[config.mk]
export PLATFORM = sky130hd
export DESIGN_NAME = pc_unit
export DESIGN_NICKNAME = d
export VERILOG_FILES = /design/src/rtl/pc_unit.sv
export SDC_FILE = /design/constraint.sdc
export NUM_CORES = 1
export LEC_CHECK = 0
export CORE_ASPECT_RATIO = 0.7
export CORE_MARGIN = 3
export CORE_UTILIZATION = 25
export CTS_CLUSTER_SIZE = 40
export DETAILED_ROUTE_END_ITERATION = 16
export PLACE_DENSITY = 0.57
export SETUP_SLACK_MARGIN = 0.5
export SYNTH_ARGS = -nofsm -noshare
export SYNTH_HDL_FRONTEND = slang
export SYNTH_SLANG_ARGS = --single-unit
[constraint.sdc]
create_clock -name clk -period 2.3 [get_ports clk]
set_input_delay 0.46 -clock clk [delete_from_list [all_inputs] [get_ports clk]]
set_output_delay 0.46 -clock clk [all_outputs]
set_load 0.1 [all_outputs]
[src/rtl/pc_unit.sv]
// pc_unit: program counter selecting step, PC-relative branch, jump, or call/return.
// The return-address stack is built only when PC_RAS_EN is defined; otherwise call acts as jump
// and ret is ignored.
module pc_unit #(
    parameter int WIDTH = 32,
    parameter logic [WIDTH-1:0] RESET_VECTOR = '0,
    parameter int STEP = 4,
    parameter int RAS_DEPTH = 4
) (
    input  logic             clk,
    input  logic             rst_n,
    input  logic             stall,
    input  logic             branch_taken,
    input  logic [WIDTH-1:0] branch_offset,
    input  logic             jump,
    input  logic             call,
    input  logic             ret,
    input  logic [WIDTH-1:0] jump_target,
    output logic [WIDTH-1:0] salida,
    output logic [WIDTH-1:0] pc_plus_step,
    output logic             ras_empty,
    output logic             ras_full,
    output logic             ras_err
);
    localparam int PW = $clog2(RAS_DEPTH);

    logic [WIDTH-1:0] pc_next;

    assign pc_plus_step = salida + WIDTH'(STEP);

`ifdef PC_RAS_EN
    logic [WIDTH-1:0] ras [RAS_DEPTH];
    logic [PW-1:0]    ptr;
    logic [PW-1:0]    ptr_next;
    logic [PW-1:0]    wr_idx;
    logic [PW:0]      cnt;
    logic [PW:0]      cnt_next;
    logic             ret_hit;
    logic             push;
    logic             repl;
    logic             pop;
    logic             err_next;

    // Decode the RAS operation (push, pop, replace top) and pick the next PC by priority.
    always_comb begin
        ret_hit  = ret && !ras_empty;
        push     = call && !ret_hit;
        repl     = call && ret_hit;
        pop      = ret_hit && !call;
        err_next = (ret && ras_empty) || (push && ras_full);
        wr_idx   = push ? ptr + PW'(1) : ptr;
        ptr_next = push ? ptr + PW'(1) : pop ? ptr - PW'(1) : ptr;
        cnt_next = (push && !ras_full) ? cnt + (PW+1)'(1) : pop ? cnt - (PW+1)'(1) : cnt;
        pc_next  = ret ? (ret_hit ? ras[ptr] : pc_plus_step) :
                   (call || jump) ? jump_target :
                   branch_taken ? salida + branch_offset : pc_plus_step;
    end

    // PC and stack bookkeeping; stall freezes all state and masks the error pulse.
    always_ff @(posedge clk or negedge rst_n) begin
        if (!rst_n) begin
            salida    <= RESET_VECTOR;
            ptr       <= '0;
            cnt       <= '0;
            ras_empty <= 1'b1;
            ras_full  <= 1'b0;
            ras_err   <= 1'b0;
        end else begin
            ras_err <= !stall && err_next;
            if (!stall) begin
                salida    <= pc_next;
                ptr       <= ptr_next;
                cnt       <= cnt_next;
                ras_empty <= cnt_next == '0;
                ras_full  <= cnt_next == (PW+1)'(RAS_DEPTH);
            end
        end
    end

    // Entry storage has no reset; a full-stack push lands on the oldest slot.
    always_ff @(posedge clk) begin
        if (rst_n && !stall && (push || repl))
            ras[wr_idx] <= pc_plus_step;
    end
`else
    logic [PW:0] unused_ras;

    assign unused_ras = {ret, {PW{1'b0}}};
    assign ras_empty  = 1'b1;
    assign ras_full   = 1'b0;
    assign ras_err    = 1'b0;

    // Without a stack, call degenerates to jump and ret falls through.
    always_comb begin
        pc_next = (call || jump) ? jump_target :
                  branch_taken ? salida + branch_offset : pc_plus_step;
    end

    // PC register; stall holds it.
    always_ff @(posedge clk or negedge rst_n) begin
        if (!rst_n)
            salida <= RESET_VECTOR;
        else if (!stall)
            salida <= pc_next;
    end
`endif
endmodule

==> results.md <==
- The type of destination of the critical path is a register.
- Tracing the worst setup path back leads to its startpoint at salida[1].
- The relative max-transition margin is 63.3%.
- For this design, the sink count on the clock tree is 32.
- Max-cap violations in this run came to 0.
- The biggest area contributor in the post-synthesis netlist is dfrtp_1.
- The share of the Yosys chip area taken by registers is 19.8%.
- The post-synthesis average cell area is 7.47 sq um.
- The startpoint of the worst-slack reg-to-reg timing path is salida[1].
- The residual DRC count is 0.
- The instance count after placement with tap cells included is 1,008.
- The met1 global-route usage is 34.6%.
- The deepest level of the CTS H-tree is 2.
- For this design, the CTS-stage hold fixing added 0 buffers.
- After synthesis, the cell types taking the most area are dfrtp_1 (20%), ha_1 (9.9%), xnor2_1 (6.7%), a21oi_1 (5.7%), nand2_1 (5.5%).
- Static timing analysis puts the maximum clock frequency at 0.364 GHz.
- The area growth from synthesis to layout is 129%.
- On the critical path, the stage with the largest delay is an instance of dfrtp_4.
- The layout has 1,300 filler cells.
- The antenna diode instance count is 0.
- The register with the most flip-flops in the layout has 32 of them.
- The maximum fanout encountered on the critical timing path is 3.
- The source of the worst hold timing path is salida[28].
- The initial antenna violation count is 0.
- At the end of routability-driven placement, the weighted congestion stood at 0.929.
- The synthesis warning total is 0.
- The top-area cell type share of the netlist area is 19.8%.
- The final routed wire length divided by cell count is 19.7 um.
- The clock latency on the worst-skew pair is 0.29 ns.
- The register clock-pin slew on the reported worst setup and hold paths is 0.07 ns.
- In this run the number of cells on the critical path is 10.
- The total routing resource utilization after global routing is 23.3%.
- The remaining global-route overflow is 0.
- Dividing the detail-routed via count by the number of cells gives 5.25.
- In this run the most used layer during global routing was met2.
- Clock tree synthesis selected as its root buffer the cell clkbuf_16.
- The category of cells accounting for the largest share of critical-path delay is compound AO/OA/AOI/OAI gates.
- On the worst path, the slowest cell contributes a delay of 0.50 ns.
- The post-route minimum period is 2.74 ns.
- The dominant cell by count in the synthesized netlist is nand2_1.
- IR analysis of the VDD net gives a maximum drop of 0.316 mV.
- The worst register-to-register path ends at salida[23].
- In the synthesized netlist, the number of instances is 541.
- The die outline width is 158 um.
- The actual transition at the worst max-transition pin is 0.550 ns.
- In this run the static leakage power is 4.03 nW.
- For met2 alone, demand over resource in global routing was 35.4%.
- The final route contains 5,665 vias.
- The run finished, with violations left.
- After synthesis the cells add up to 4040 sq um.
- The met3 track demand over resource in global routing is 4.32%.
- In this run, synthesis produced a sequential element count of 32.
- In this run, synthesis inferred 0 flip-flops with an integrated enable.
- Port buffering added 133 buffers.
- The buffer depth of the longest clock path is 2.
- The number of global-route vias before repair is 5,830.
- The post-detailed-placement half-perimeter wirelength is 15.8 mm.
- The die outline area is 17,800 sq um.
- The final reports fail on setup timing.
- In this run the standard cell core region covers 15,600 sq um.
- The path class of the tightest hold or removal check is register to register.
- The proportion of register bits with asynchronous set or reset after synthesis is 100%.
- The netlist uses 62 different library cells.
- The number of cells on the worst reg-to-reg path is 10.
- Entering global routing, the biggest net connects 33 pins.
- The number of slew-limit violations in the final report is 0.
- The startpoint type of the worst setup path is a register.
- TritonCTS created 5 clock buffers.
- The kind of critical path is register to register.
- The power density relative to cell area is 686 nW/um^2.
- The top register by number of flip-flops is salida.
- The first global-routing pass estimated 32.5 mm of wire.
- The largest registers in the layout are salida x32.
- The first-pass iteration count of the detailed router is 5.
- Walking the worst path, the cells encountered are ha_4 > a21o_1 > nand4_1 > a311oi_2 > o41a_1 > a41oi_4 > buf_4 > buf_6 > xor2_1 > a221oi_1.
- Once the floorplan was initialized, standard cells occupied 25.8% of the core.
- In the final layout, the share of cells above drive strength 1 is 54.5%.
- In the synthesized netlist the dominant register cell turns out to be dfrtp_1.
- The non-filler instance count after layout is 1,079.
- The number of nets with antenna violations after detailed routing is 0.
- Of the available clock period, the critical path in the final layout requires 119%.
- The height of the chip is 112 um.
- In this run the core area contains 38 standard-cell rows.
- By count the netlist is led by nand2_1 (59), nor2_1 (48), a21oi_1 (46).
- TritonCTS built the clock tree.
- In this run, the number of DRC markers left after iteration 0 of detailed routing was 469.
- The net count of the finished layout is 982.
- The count of final hold-check violations was 0.
- The setup check on the worst reg-to-reg path leaves a slack of -0.44 ns.
- Across the routed clock network, the largest skew measured is 0.00936 ns.
- The data required time at the worst endpoint is 2.48 ns.
- Setup repair after global routing could not meet its margin everywhere.
- The number of I/O pins is 138.
- Together, buffers and inverters on the worst path number 2.
- The setup slack after layout is -0.444 ns.
- For this block, the routed nets add up to 21.2 mm of wire.
- After routing, the total negative slack on setup checks comes to -10.55 ns.
- The data arrival time at the worst-slack endpoint is 2.92 ns.
- The count of final setup violators is 47.
- The capture point of the worst path is salida[23].
worst min-delay path: cells and delay by family (launching register included):
| family | cells | cell delay, ns |
|---|---|---|
| DFF | 1 | 0.39 |
| and+or+nand+nor | 1 | 0.07 |
| AOI/OAI and AO/OA | 1 | 0.06 |
layout make-up:
type                       count  area, sq um  area share (%)
timing repair buffer         362         3520            38.0
clock buffer                   7          133            1.43
tap                          200          250            2.70
multi-input combinational    465         4410            47.6
sequential                    32          898            9.69
inverter                      12         47.5           0.513
clock inverter                 1         5.00          0.0540
power by group:
group          switching (mW)  internal, mW  total (mW)
sequential              0.108         0.685       0.793
combinational            2.85          2.02        4.86
clock                   0.301         0.402       0.703
cell usage in the layout (no fill, tap or decap), drive strengths merged, types with 4 or more instances in the layout:
| cell type | instances |
|---|---|
| nand3 | 22 |
| a211oi | 10 |
| inv | 12 |
| o22ai | 8 |
| a221oi | 4 |
| clkdlybuf4s50 | 59 |
| nand2b | 4 |
| a22oi | 7 |
| a31oi | 9 |
| and3 | 18 |
| nor3 | 5 |
| o21ai | 41 |
| and2 | 4 |
| buf | 293 |
| dlygate4sd2 | 7 |
| clkbuf | 7 |
| xnor2 | 31 |
| nand2 | 59 |
| a21oi | 47 |
| nor2 | 50 |
| a21o | 18 |
| o31ai | 7 |
| ha | 32 |
| xor2 | 24 |
| o221ai | 8 |
| dfrtp | 32 |
| nand4 | 8 |
metrics by stage:
| stage | utilization (%) | hold slack, ns | cell area, sq um | power, mW | worst slack (ns) |
|---|---|---|---|---|---|
| global placement | 49.4 | 0.553 | 7720 | 4.97 | -0.891 |
| CTS | 56.0 | 0.562 | 8760 | 6.05 | -0.426 |
| floorplan | - | 0.164 | 4820 | 3.43 | -0.618 |
| finish | 59.3 | 0.556 | 9270 | 6.36 | -0.444 |
| global route | 59.3 | 0.608 | 9270 | 6.63 | -0.557 |
| detailed placement | 49.4 | 0.547 | 7720 | 5.00 | -0.979 |
worst min path at each step:
stage	endpoint	slack, ns	cells past startpoint
floorplan	salida[22]	0.16	0
global placement	salida[28]	0.55	2
detailed placement	salida[28]	0.55	2
CTS	salida[28]	0.56	2
global route	salida[28]	0.61	2
finish	salida[28]	0.56	2
routing by layer:
| layer | vias up | wire length [um] | share of wire, % |
|---|---|---|---|
| met1 | 2726 | 9860 | 46 |
| met2 | 252 | 9670 | 46 |
| met5 | - | 0 | 0 |
| met3 | 18 | 1550 | 7.3 |
| met4 | 0 | 171 | 0.80 |
| li1 | 2669 | - | - |
cell families (layout without fill, tap and decap cells):
| logic type | count (synthesis) | after routing | share of synthesized area, % |
|---|---|---|---|
| fa+ha+maj | 33 | 33 | 10.4 |
| other cells | 2 | 3 | 0.186 |
| xor+xnor | 55 | 55 | 11.9 |
| mux | 3 | 3 | 0.743 |
| simple gates | 184 | 184 | 21.5 |
| flops | 32 | 32 | 19.8 |
| compound gates | 187 | 187 | 30.6 |
| buf+inv | 45 | 382 | 4.89 |
repair_timing:
item | in CTS | in global routing
gates resized for setup | 138 | 64
cloned | 0 | 0
endpoints found under the setup margin | 60 | 62
buffers inserted | 41 | 22
pin swaps | 92 | 66
Power figures use the tool's default switching activity.
